<file path="src/rtl/mul_float_pkg.sv">
// mul_float_pkg: shared payload type, widths and buffer states for the float multiplier pipeline
package mul_float_pkg;
  localparam int BIAS = 127;
  localparam int EXP_W = 10;
  localparam int PROD_W = 48;
  localparam int SIG_W = 24;
  typedef struct packed {
    logic sign;
    logic [EXP_W-1:0] exp;
    logic [PROD_W-1:0] fract;
    logic except_exp_a0;
    logic except_exp_b0;
    logic except_exp_a1;
    logic except_exp_b1;
    logic except_fract_a0;
    logic except_fract_b0;
  } payload_t;
  typedef enum logic [1:0] {EMPTY, ONE, TWO} buf_state_t;
endpackage

</file>
<file path="src/rtl/mul_float_rne_round.sv">
// mul_float_rne_round: combinational normalize + round-to-nearest-even (din: raw product payload, dout: rounded payload)
module mul_float_rne_round
  import mul_float_pkg::*;
(
  input  payload_t din,
  output payload_t dout
);
  logic hi, g, s, up, carry;
  logic [SIG_W-1:0] sig;
  logic [SIG_W:0] sum;
  always_comb begin
    hi = din.fract[PROD_W-1];
    sig = hi ? din.fract[47:24] : din.fract[46:23];
    g = hi ? din.fract[23] : din.fract[22];
    s = hi ? |din.fract[22:0] : |din.fract[21:0];
    up = g & (s | sig[0]);
    sum = {1'b0, sig} + {{SIG_W{1'b0}}, up};
    carry = sum[SIG_W];
    dout = din;
    dout.exp = din.exp + {{(EXP_W-1){1'b0}}, hi} + {{(EXP_W-1){1'b0}}, carry};
    dout.fract = {carry ? {1'b1, {(SIG_W-1){1'b0}}} : sum[SIG_W-1:0], {(PROD_W-SIG_W){1'b0}}};
  end
endmodule

</file>
<file path="src/rtl/mul_float_norm_round_rne.sv">
// mul_float_norm_round_rne: 1-cycle normalize/RNE stage with valid/busy handshake and optional skid (iDATA_*: product beat in, oDATA_*: rounded beat out)
module mul_float_norm_round_rne
  import mul_float_pkg::*;
#(
  parameter bit P_SKID_EN = 1'b1
) (
  input  logic iCLOCK,
  input  logic inRESET,
  input  logic iRESET_SYNC,
  input  logic iDATA_VALID,
  output logic oDATA_BUSY,
  input  logic iDATA_SIGN,
  input  logic [EXP_W-1:0] iDATA_EXP,
  input  logic [PROD_W-1:0] iDATA_FRACT,
  input  logic iDATA_EXCEPT_EXP_A0,
  input  logic iDATA_EXCEPT_EXP_B0,
  input  logic iDATA_EXCEPT_EXP_A1,
  input  logic iDATA_EXCEPT_EXP_B1,
  input  logic iDATA_EXCEPT_FRACT_A0,
  input  logic iDATA_EXCEPT_FRACT_B0,
  output logic oDATA_VALID,
  input  logic iDATA_BUSY,
  output logic oDATA_SIGN,
  output logic [EXP_W-1:0] oDATA_EXP,
  output logic [PROD_W-1:0] oDATA_FRACT,
  output logic oDATA_EXCEPT_EXP_A0,
  output logic oDATA_EXCEPT_EXP_B0,
  output logic oDATA_EXCEPT_EXP_A1,
  output logic oDATA_EXCEPT_EXP_B1,
  output logic oDATA_EXCEPT_FRACT_A0,
  output logic oDATA_EXCEPT_FRACT_B0
);
  payload_t in_p, rnd, out_r, skid_r;
  buf_state_t state, state_n;
  logic accept, consume, load_out, load_skid;
  assign in_p = {iDATA_SIGN, iDATA_EXP, iDATA_FRACT, iDATA_EXCEPT_EXP_A0, iDATA_EXCEPT_EXP_B0,
                 iDATA_EXCEPT_EXP_A1, iDATA_EXCEPT_EXP_B1, iDATA_EXCEPT_FRACT_A0, iDATA_EXCEPT_FRACT_B0};
  assign {oDATA_SIGN, oDATA_EXP, oDATA_FRACT, oDATA_EXCEPT_EXP_A0, oDATA_EXCEPT_EXP_B0, oDATA_EXCEPT_EXP_A1,
          oDATA_EXCEPT_EXP_B1, oDATA_EXCEPT_FRACT_A0, oDATA_EXCEPT_FRACT_B0} = out_r;
  mul_float_rne_round u_round (.din(in_p), .dout(rnd));
  assign oDATA_VALID = state != EMPTY;
  assign oDATA_BUSY = P_SKID_EN ? state == TWO : oDATA_VALID & iDATA_BUSY;
  assign accept = iDATA_VALID & ~oDATA_BUSY;
  assign consume = oDATA_VALID & ~iDATA_BUSY;
  always_comb begin
    state_n = state;
    load_out = 1'b0;
    load_skid = 1'b0;
    case (state)
      EMPTY: begin
        load_out = accept;
        state_n = accept ? ONE : EMPTY;
      end
      ONE: begin
        load_out = accept & consume;
        load_skid = P_SKID_EN & accept & ~consume;
        state_n = load_skid ? TWO : (consume & ~accept) ? EMPTY : ONE;
      end
      TWO: state_n = consume ? ONE : TWO;
      default: state_n = EMPTY;
    endcase
  end
  always_ff @(posedge iCLOCK or negedge inRESET) begin
    if (!inRESET) begin
      state <= EMPTY;
      out_r <= '0;
      skid_r <= '0;
    end else if (iRESET_SYNC) begin
      state <= EMPTY;
      out_r <= '0;
      skid_r <= '0;
    end else begin
      state <= state_n;
      if (load_out) out_r <= rnd;
      else if (state == TWO && consume) out_r <= skid_r;
      if (load_skid) skid_r <= rnd;
    end
  end
endmodule

</file>
<file path="config.mk">
export PLATFORM = sky130hd
export DESIGN_NAME = mul_float_norm_round_rne
export DESIGN_NICKNAME = d
export VERILOG_FILES = /design/src/rtl/mul_float_pkg.sv /design/src/rtl/mul_float_rne_round.sv /design/src/rtl/mul_float_norm_round_rne.sv
export SDC_FILE = /design/constraint.sdc
export NUM_CORES = 1
export LEC_CHECK = 0
export ABC_AREA = 1
export BUFFER_PORTS_ARGS = -buffer_cell sky130_fd_sc_hd__buf_2
export CORE_MARGIN = 4
export CORE_UTILIZATION = 50
export CTS_CLUSTER_DIAMETER = 50
export DETAILED_ROUTE_END_ITERATION = 10
export GPL_TIMING_DRIVEN = 0
export PLACE_DENSITY = 0.76
export SLEW_MARGIN = 20
export SYNTH_ARGS = -nofsm -noshare
export SYNTH_HDL_FRONTEND = slang
export SYNTH_HIERARCHICAL = 1
export SYNTH_SLANG_ARGS = --single-unit
</file>
<file path="constraint.sdc">
create_clock -name iCLOCK -period 2 [get_ports iCLOCK]
set_input_delay 0.3 -clock iCLOCK [delete_from_list [all_inputs] [get_ports iCLOCK]]
set_output_delay 0.3 -clock iCLOCK [all_outputs]
set_load 0.05 [all_outputs]
</file>
# [Word level (Yosys, flattened, before mapping)]
# Cells that the tools add are included.
[classes] addsub=3 mul=0 div=0 magnitude_cmp=0 eq_ne=2 n_shift=0 n_mux=17 n_bitwise=11 n_reduce_logical=7
[ops] operator="$mux W65" count=5
[ops] operator="$mux W24" count=2
[ops] operator="$add A24 B1 Y25" count=1
[ops] operator="$reduce_or A23 Y1" count=1
[ops] operator="$reduce_or A22 Y1" count=1
[ops] operator="$add A10 B1 Y10" count=2
[ops] operator="$and A1 B1 Y1" count=6
[ops] operator="$mux W2" count=3
[ops] operator="$pmux W2 S3" count=1
[ops] operator="$mux W1" count=5
[ops] operator="$not A1 Y1" count=4
[ops] operator="$reduce_bool A2 Y1" count=2
[ops] operator="$reduce_bool A3 Y1" count=1
[ops] operator="$eq A2 B1 Y1 const B" count=1
[ops] operator="$eq A2 B2 Y1 const B" count=1
[ops] operator="$logic_not A2 Y1" count=1
[ops] operator="$pmux W1 S2" count=1
[ops] operator="$logic_and A1 B1 Y1" count=1
[ops] operator="$or A1 B1 Y1" count=1
[word_totals] register_bits=132 latch_bits=0 ram_bits=0 romBits=0 input_bits=70 output_inout_bits=67 wordCells=59 n_memories=0

# [Logic depth before layout (Yosys ltp)]
# Gate-level depths: netlist of the first run.
[depth] word_depth=9 mapped_depth=26 ltp_nobuf=25

# [Hierarchy]
# Netlist of the first run, hierarchy kept.
[by_module_without_submodules] module="mul_float_norm_round_rne" instances=1 cells_per_inst=809 area_each_um2=6292.3 seq_area_each_um2=3303.2
[by_module_without_submodules] module="mul_float_rne_round" instances=1 cells_per_inst=323 area_each_um2=1849.3 seq_area_each_um2=0.0

# [Worst setup path after synthesis of the first run]
# OpenSTA, ideal clock, no wires.
[synth_timing] path_type="input-to-reg" from="input iDATA_FRACT[47]" to="register out_r (netlist bit oDATA_EXP[8])" setup_ns=0.066 arrival_ns=3.145 slack_ns=-1.211 stages=26 path_buffers=1 cell_sequence="inv_2 buf_4 nand2_1 o21ai_1 nand2_1 inv_2 ha_1 nand3_4 nor2_4 nand2_2 nor2_8 nand2_2 xor2_1 inv_1 ha_1 inv_1 nand2_4 ha_1 nand3_1 nor2_1 nand4_1 xor2_1 nand4_1 nand2_1 nand2_1 nand2_1"
[synth_lines] element="start, declared" line="mul_float_norm_round_rne.sv:14" rtl="input logic [PROD_W-1:0] iDATA_FRACT,"
[synth_lines] element="end signal, assigned" line="mul_float_norm_round_rne.sv:74" rtl="if (load_out) out_r <= rnd;"
[synth_lines] element="end signal, assigned" line="mul_float_norm_round_rne.sv:75" rtl="else if (state == TWO && consume) out_r <= skid_r;"
[synth_lines] element="end, declared" line="mul_float_norm_round_rne.sv:33" rtl="payload_t in_p, rnd, out_r, skid_r;"

==> impl_metrics.json, run 1 <==
{
  "power_mw": 7.37,
  "fillCellCount": 1432,
  "start_util": 0.511,
  "arrival_ns": 2.90,
  "outcome": "finished with violations",
  "multi_input_area_um2": 4300,
  "r2r_slack_ns": 0.27,
  "fin_crit_ns": 2.55,
  "synthTopCellsByArea": "dfrtp_1, nand2_1, nand4_1",
  "dr_total_vias": 7854,
  "synth_warnings": 6,
  "cts_htree_levels": 4,
  "setup_tns_ns": -4.44,
  "layout-drive-gt1-share": 0.275,
  "clkLatencyLatePin_ns": 0.42,
  "synth_xor_area_frac": 0.0204,
  "core_area_um2": 15900,
  "hold-path-endpoint": "skid_r[64]",
  "peakVddDrop_mv": 0.599,
  "fp.dieW_um": 136,
  "synth_cells": 1132,
  "crit_path_max_fanout": 7,
  "design_area_um2": 10200,
  "layout_commonest_cell": "nand2_1",
  "dr.first_iter.drc_count": 576,
  "setup_violations": 18,
  "leakage_nw": 5.88,
  "overflow": 0,
  "syn_area_per_cell_um2": 7.19,
  "max-cap-violations": 0,
  "yosysSeqAreaShare": 0.406,
  "endpoint_kind": "register",
  "synth_cell_types": 38,
  "synth_top_area_cell": "dfrtp_1",
  "power_density_nw_per_um2": 720,
  "gp_congestion": 0.872,
  "cts_tree": "yes",
  "track_usage": 0.246,
  "ys_ff_latch": 132,
  "hpwl_um": 16000,
  "path_class": "primary input to register",
  "fp.dieH_um": 136,
  "synth_top_family_by_area": "simple AND/OR/NAND/NOR gates",
  "seqCellArea_um2": 3300,
  "synth_fa_ha_area_frac": 0.00461,
  "violations": "negative setup slack",
  "slew_viol_final": 0,
  "die-area_um2": 18400,
  "grt_pass1_vias": 7503,
  "via_per_inst": 5.04,
  "hold_path.startpoint": "iDATA_SIGN",
  "wl_per_cell_um": 14.2,
  "grt_max_degree": 76,
  "r2r-end": "oDATA_FRACT[8]",
  "antenna_found_initial": 1,
  "post-route-util": 0.642,
  "synth-simple-area-share": 0.451,
  "drt-total-wl_um": 22100,
  "placed_cell_area_um2": 9280,
  "place_ws_ns": -1.58,
  "rsz0062_at_grt": "yes",
  "synth_compound_area_frac": 0.0151,
  "hold_class": "primary input to register",
  "io_buffers": 128,
  "dr.pass1.iters": 5,
  "drc_errors": 0,
  "nets": 1401,
  "fmax_ghz": 0.392,
  "fin_skew_ns": 0.00666,
  "worstMarginPinSlew_ns": 0.559,
  "syn2layout_area_growth_pct": 25.8,
  "layout_common_cells": "nand2_1, buf_2, nand4_1",
  "grt_pass1_wl_um": 36500,
  "r2r_cells": 8,
  "clk_pin_slew_ns": 0.06,
  "cts_sinks": 132,
  "ant_nets": 0,
  "synthMuxAreaShare": 0,
  "r2r-start": "state[1]",
  "slew_headroom": 0.627,
  "start_kind": "primary input",
  "synth_top_cell_area_share": 0.406,
  "cts_buffers": 17,
  "synthesis.area_um2": 8140,
  "num_rows": 46,
  "fin_crit_sh": 1.27,
  "hold-path-cell-count": 3,
  "hold_viol_final": 0,
  "io_pins": 137,
  "antenna_cells": 0,
  "root_buffer": "clkbuf_16",
  "postLayoutSetupSlackWorst_ns": -0.548,
  "clk_path_buf_depth": 2,
  "required_ns": 2.36
}
## sequential cells by signal (all words and copies together) (netlist names), 2 cells and up
| signal | cells |
|---|---|
| oDATA_EXP | 10 |
| oDATA_FRACT | 48 |
| skid_r | 65 |
| state | 2 |
## layer usage
layer | track usage | vias up | wire (um)
li1 | - | 4002 | -
met5 | 0 | - | 13
met1 | 0.325 | 3607 | 9500
met2 | 0.416 | 212 | 11000
met4 | 0.0677 | 2 | 450
met3 | 0.0457 | 31 | 1120
## logic make-up after synthesis
logic type	after synthesis
flops	132
other cells	1
compound gates	20
fa+ha+maj	3
xor+xnor	19
simple gates	804
buf+inv	153
## report_power, final
part | leakage, nW | internal (mW) | switching [mW]
clock | 0.289 | 1.99 | 1.18
combinational | 3.78 | 0.440 | 0.940
sequential | 1.82 | 2.77 | 0.0597
total | 5.88 | 5.19 | 2.17
## cell usage after synthesis, drive strengths merged
| master | number |
|---|---|
| a21oi | 4 |
| a31oi | 1 |
| and2 | 3 |
| buf | 96 |
| clkbuf | 11 |
| conb | 1 |
| dfrtp | 132 |
| ha | 3 |
| inv | 46 |
| nand2 | 564 |
| nand3 | 24 |
| nand3b | 1 |
| nand4 | 137 |
| nor2 | 54 |
| nor3 | 15 |
| nor4 | 3 |
| o211ai | 1 |
| o21ai | 14 |
| or2 | 3 |
| xnor2 | 4 |
| xor2 | 15 |
## how the worst max path moves through the flow
stage / start / cells past startpoint / endpoint / slack (ns)
detailed placement: iDATA_FRACT[47] / 27 / oDATA_EXP[8] / -1.58
global route: iDATA_FRACT[47] / 27 / oDATA_EXP[8] / -0.74
floorplan: iDATA_FRACT[47] / 26 / oDATA_EXP[8] / -0.87
global placement: iDATA_FRACT[47] / 27 / oDATA_EXP[8] / -1.52
finish: iDATA_FRACT[47] / 24 / oDATA_EXP[8] / -0.55
CTS: iDATA_FRACT[47] / 27 / oDATA_EXP[8] / -0.52
## metrics by stage
stage	instances	hold slack [ns]
3_5_place_dp	1500	0.255
6_report	1557	0.0972
5_1_grt	1557	0.102
2_1_floorplan	1155	0.00441
3_3_place_gp	1499	0.453
4_1_cts	1546	0.0969
## final cells by class
class,instances,area share
Buffer,106,0.0659
Inverter,46,0.0183
Timing Repair Buffer,155,0.0882
Clock inverter,13,0.0155
Clock buffer,19,0.0433
Tap cell,216,0.0264
Multi-Input combinational cell,870,0.420
Sequential cell,132,0.323
## timing repair
item	4_1_cts	5_1_grt
resized for setup	13	33
hold buffers	1	0
gates cloned	0	0
setup buffers	14	12
endpoints found under the setup margin	39	30
pin swaps	21	24
hold endpoints to repair	57	0
## critical path, cell delays in order
cell and delay [ns]:
buf_12 0.11, buf_12 0.13, buf_8 0.11, buf_4 0.15, nand2_1 0.08, o21ai_1 0.09, nor2_1 0.14, nand2_1 0.12
nor2_4 0.17, nand2_4 0.06, xor2_1 0.13, inv_1 0.09, ha_4 0.13, inv_2 0.03, nand2_4 0.06, ha_4 0.15
nand3_4 0.07, nor2_4 0.12, nand4_1 0.13, xor2_2 0.21, nand4_1 0.10, nand2_1 0.09, nand2_1 0.06, nand2_1 0.06
(Power assumes the default switching activity.)
==> run 2, diff against run 1 <==
ABC_AREA = not set   (was 1)
PLACE_DENSITY = 0.77   (was 0.76)
==> impl_metrics.json, run 2 <==
{
  "outcome": "finished with violations",
  "violations": "negative setup slack",
  "ys.flop_type": "dfrtp_1",
  "required_ns": 2.30,
  "io_buffers": 125,
  "ant_nets": 0,
  "grt_max_degree": 75,
  "fin_crit_ns": 2.94,
  "rsz0062_at_grt": "yes",
  "crit_path_end": "oDATA_EXP[3]",
  "syn_area_per_cell_um2": 11.4,
  "leakage_nw": 4.62,
  "overflow": 0,
  "layout-drive-gt1-share": 0.380,
  "dr.first_iter.drc_count": 475,
  "wl_per_cell_um": 19.8,
  "crit_family": "simple AND/OR/NAND/NOR gates",
  "endpoint_kind": "register",
  "layout_commonest_cell": "buf_2",
  "gp_congestion": 0.887,
  "synth_top_cell_area_share": 0.457,
  "antenna_found_initial": 1,
  "synth_cell_types": 56,
  "async_reset_ff_frac": 1.00,
  "power_density_nw_per_um2": 814,
  "cp.depth": 20,
  "fin_crit_sh": 1.47,
  "synthTopCellsByCount": "dfrtp_1, mux2i_1, o2bb2ai_1, a22o_1, buf_4",
  "num_rows": 43,
  "cts_tree": "yes",
  "root_buffer": "clkbuf_16",
  "worstMarginPinSlew_ns": 0.831,
  "cpMaxStageDelayCell": "nor4_4",
  "synth_top_area_cell": "dfrtp_1",
  "crit_start": "iDATA_FRACT[47]",
  "synth_warnings": 6,
  "fp.dieW_um": 128,
  "setup_tns_ns": -25.54,
  "slowest_delay_ns": 0.28,
  "multi_input_area_um2": 3830,
  "io_pins": 137,
  "start_util": 0.515,
  "placed_cell_area_um2": 8280,
  "grt_pass1_vias": 6064,
  "whs_ns": 0.113,
  "cts_sinks": 132,
  "clk_pin_slew_ns": 0.06,
  "cp_cell_sequence": "buf_8 > buf_12 > buf_12 > mux2i_1 > nor2b_2 > ha_4 > and4_4 > nand4b_1 > nor4_4 > buf_6 > xor2_4 > ha_4 > a41oi_4 > buf_4 > buf_6 > buf_6 > nor2_2 > xor2_2 > mux2i_1 > o2bb2ai_1",
  "design_area_um2": 9590,
  "fin_skew_ns": 0.00684,
  "r2r-end": "oDATA_FRACT[4]",
  "synth.most_common_cell": "dfrtp_1",
  "r2r-start": "state[1]",
  "hold_class": "primary input to register",
  "layout_common_cells": "buf_2, dfrtp_1, mux2i_1",
  "core_area_um2": 14000,
  "synth_enable_flop_cells": 0,
  "grt_pass1_wl_um": 32100,
  "crit_path_frequent_cell": "buf_6",
  "fp.dieH_um": 128,
  "hpwl_um": 13700,
  "regMostFlops": "skid_r",
  "setup_violations": 60,
  "slew_headroom": 0.443,
  "dr.pass1.iters": 5,
  "hold_viol_final": 0,
  "arrival_ns": 3.25,
  "yosysSeqAreaShare": 0.457,
  "postLayoutSetupSlackWorst_ns": -0.942,
  "synth_cells": 637,
  "post-route-util": 0.683,
  "drc_errors": 0,
  "largest_reg_flops": 65,
  "syn2layout_area_growth_pct": 32.5,
  "path_class": "primary input to register",
  "fmax_ghz": 0.340,
  "peakVddDrop_mv": 0.736,
  "dr_total_vias": 6001,
  "seqCellArea_um2": 3300,
  "nets": 903,
  "r2r_slack_ns": 0.32,
  "via_per_inst": 5.86,
  "ys_ff_latch": 132,
  "die-area_um2": 16500,
  "cts_htree_levels": 4,
  "synthesis.area_um2": 7240,
  "drt-total-wl_um": 20300,
  "synthTopCellsByArea": "dfrtp_1, mux2i_1, o2bb2ai_1",
  "start_kind": "primary input",
  "max-cap-violations": 0,
  "fillCellCount": 1011,
  "clk_path_buf_depth": 2,
  "clkLatencyLatePin_ns": 0.42,
  "r2r_cells": 6,
  "cts_buffers": 17,
  "track_usage": 0.246,
  "power_mw": 7.81,
  "crit_path_max_fanout": 3,
  "path_buf_inv": 7,
  "slew_viol_final": 0
}
## run 2: kinds of logic (layout without fill, tap and decap cells)
kind of cell / Yosys count / count (layout) / share of synthesized area
flip-flops: 132 / 132 / 0.457
adder cells (fa/ha/maj): 3 / 3 / 0.00519
XOR/XNOR: 30 / 30 / 0.0363
AO/OA/AOI/OAI: 176 / 176 / 0.201
other: 1 / 25 / 0.000518
buffers and inverters: 85 / 268 / 0.0811
AND/OR/NAND/NOR: 127 / 127 / 0.103
multiplexers: 83 / 83 / 0.116
## run 2: layout make-up
class,count,area share
Tap cell,180,0.0235
Clock inverter,12,0.0234
Inverter,7,0.00274
Buffer,76,0.0602
Clock buffer,20,0.0487
Sequential cell,132,0.344
Multi-Input combinational cell,443,0.400
Timing Repair Buffer,153,0.0973
Antenna cell,1,0.000261
## run 2: per-layer routing
metal  up-vias  track usage  routed length (um)
li1       2733            -                   -
met1      3052        0.326                8610
met2       191        0.407               10300
met3        25       0.0617                1150
met4         0       0.0587                 248
met5         -            0                   0
## run 2: repair_timing
action,in CTS,in global routing
gates cloned,1,0
setup endpoints to repair,64,61
endpoints found under the hold margin,58,0
gates resized for setup,38,43
hold buffers,1,0
buffers inserted,14,13
pin swaps,22,35
## run 2: worst min-delay path by stage
stage / start / endpoint / slack [ns] / cells after the start
2_1_floorplan: inRESET / oDATA_EXCEPT_EXP_A0 / 0.004 / 0
3_3_place_gp: oDATA_FRACT[11] / oDATA_FRACT[11] / 0.47 / 1
3_5_place_dp: inRESET / skid_r[17] / 0.31 / 1
4_1_cts: iRESET_SYNC / state[0] / 0.09 / 2
5_1_grt: iDATA_EXCEPT_FRACT_A0 / skid_r[1] / 0.11 / 2
6_report: iDATA_SIGN / skid_r[64] / 0.11 / 2
## run 2: stage by stage
step / setup WS (ns) / instances
5_1_grt: -1.02 / 1024
2_1_floorplan: -1.32 / 660
4_1_cts: -0.990 / 1012
6_report: -0.942 / 1024
3_3_place_gp: -2.10 / 965
3_5_place_dp: -2.19 / 966
## run 2: worst register-to-register path: cells and delay by family, from the launching register on
family / cells / cell delay [ns]
AOI/OAI and AO/OA: 2 / 0.28
buffers and inverters: 2 / 0.42
DFF: 1 / 0.43
muxes: 1 / 0.26
and+or+nand+nor: 1 / 0.17
## run 2: power breakdown
part / leakage, nW / internal [mW] / total [mW] / switching (mW)
clock: 0.337 / 2.44 / 3.62 / 1.18
sequential: 1.82 / 2.77 / 2.84 / 0.0681
combinational: 2.46 / 0.486 / 1.34 / 0.857
==> run 3, diff against run 2 <==
CORE_ASPECT_RATIO = 1.5   (was not set)
clock period = 2.85 ns   (was 2 ns; I/O delays follow)
==> impl_metrics.json, run 3 (synthesized netlist as in run 2, its figures left out) <==
{
  "fin_crit_sh": 1.06,
  "cts_tree": "yes",
  "seqCellArea_um2": 3300,
  "leakage_nw": 4.43,
  "violations": "negative setup slack",
  "layout_commonest_cell": "buf_2",
  "p_sw_frac": 0.296,
  "dr_total_vias": 5890,
  "r2r_slack_ns": 1.16,
  "max-cap-violations": 0,
  "start_util": 0.512,
  "p_int_mw": 3.61,
  "cts_htree_levels": 4,
  "grt_pass1_wl_um": 31400,
  "place_ws_ns": -1.42,
  "hold_viol_final": 0,
  "drc_errors": 0,
  "hpwl_um": 13900,
  "gp_congestion": 0.950,
  "path_class": "primary input to register",
  "wl_per_cell_um": 19.0,
  "ant_nets": 0,
  "required_ns": 3.14,
  "antenna_cells": 0,
  "design_area_um2": 9180,
  "slowest_delay_ns": 0.53,
  "slew_headroom": 0.528,
  "core_area_um2": 14100,
  "dr.first_iter.drc_count": 240,
  "hold_class": "primary input to register",
  "cts_buffers": 17,
  "combPwrFrac": 0.176,
  "cpMaxStageDelayCell": "or4_4",
  "path_buf_inv": 6,
  "clk_path_buf_depth": 2,
  "arrival_ns": 3.30,
  "endpoint_kind": "register",
  "track_usage": 0.237,
  "clkLatencyLatePin_ns": 0.42,
  "syn2layout_area_growth_pct": 26.9,
  "outcome": "finished with violations",
  "largest_reg_flops": 65,
  "slew_viol_final": 0,
  "power_mw": 5.12,
  "power_density_nw_per_um2": 557,
  "post-route-util": 0.650,
  "drt-total-wl_um": 19500,
  "start_kind": "primary input",
  "fmax_ghz": 0.332,
  "placed_cell_area_um2": 8280,
  "cp_cell_sequence": "buf_8 > buf_12 > buf_4 > mux2i_1 > or4_4 > nor4_4 > buf_6 > xor2_1 > ha_2 > a41oi_4 > inv_2 > ha_4 > buf_6 > xor2_2 > mux2i_1 > o2bb2ai_1",
  "nets": 896,
  "regMostFlops": "skid_r",
  "setup_violations": 15,
  "worstMarginPinSlew_ns": 0.701,
  "io_pins": 137,
  "clk_pin_slew_ns": 0.06,
  "pwr-share-seq": 0.389,
  "die-area_um2": 16500,
  "dr.pass1.iters": 5,
  "pwr-share-clk": 0.434,
  "root_buffer": "clkbuf_16",
  "p_sw_mw": 1.51,
  "via_per_inst": 5.73,
  "antenna_found_initial": 0,
  "setup_tns_ns": -1.06,
  "peakVddDrop_mv": 0.314,
  "fin_cells": 1028,
  "fp.dieW_um": 106,
  "num_rows": 53,
  "io_buffers": 125,
  "grt_pass1_vias": 6099,
  "grt_max_degree": 89,
  "whs_ns": 0.251,
  "rsz0062_at_grt": "yes",
  "overflow": 0,
  "layout_common_cells": "buf_2, dfrtp_1, mux2i_1",
  "dp_cells": 978,
  "crit_family": "simple AND/OR/NAND/NOR gates",
  "multi_input_area_um2": 3600,
  "fin_skew_ns": 0.00994,
  "fin_crit_ns": 3.01,
  "crit_path_max_fanout": 9,
  "postLayoutSetupSlackWorst_ns": -0.158,
  "layout-drive-gt1-share": 0.341,
  "cts_sinks": 132,
  "fp.dieH_um": 155,
  "fillCellCount": 1108
}
## run 3: changes by cell type in the layout (fill, tap and decap cells not counted), sizes merged
cell,change
buf,-8
bufinv,-4
inv,+4
clkinv,+2
clkbuf,-1
diode,-1
## run 3: final cells by class
cell class / count / share of cell area
clock inverter: 14 / 0.0181
clock buffer: 18 / 0.0478
sequential: 132 / 0.360
tap: 192 / 0.0262
buffer: 77 / 0.0632
multi-input combinational: 443 / 0.392
inverter: 7 / 0.00286
timing repair buffer: 145 / 0.0899
## run 3: metal layers
layer  share of wire  GRT usage  wire [um]
met1            0.40      0.293       7890
met2            0.53      0.412      10300
met3           0.036     0.0440        699
met4           0.031     0.0877        599
met5               0          0          0
## run 3: power by group through the flow
stage               sequential, mW  combinational [mW]  clock, mW
floorplan                     2.18               0.437          0
global placement              2.02               0.846          0
detailed placement            2.02               0.869          0
CTS                           1.99               0.886       2.25
global route                  2.00               0.969       2.34
finish                        1.99               0.902       2.22
## run 3: path summary, 6_finish.rpt
kind                       cells after the start           startpoint         endpoint
min reg2reg                                    1      oDATA_FRACT[11]  oDATA_FRACT[11]
max                                           16      iDATA_FRACT[47]     oDATA_EXP[2]
max reg2reg                                    6             state[1]   oDATA_FRACT[0]
max in group asynchronous                      3              inRESET  oDATA_FRACT[10]
min                                            2  iDATA_EXCEPT_EXP_B1        skid_r[2]
min in group asynchronous                      2              inRESET  oDATA_FRACT[35]
## run 3: timing repair
item / CTS / global route
hold buffers: 1 / 0
endpoints found under the hold margin: 44 / 0
endpoints found under the setup margin: 22 / 18
pin swaps: 11 / 20
resized for setup: 13 / 16
buffers inserted: 12 / 6
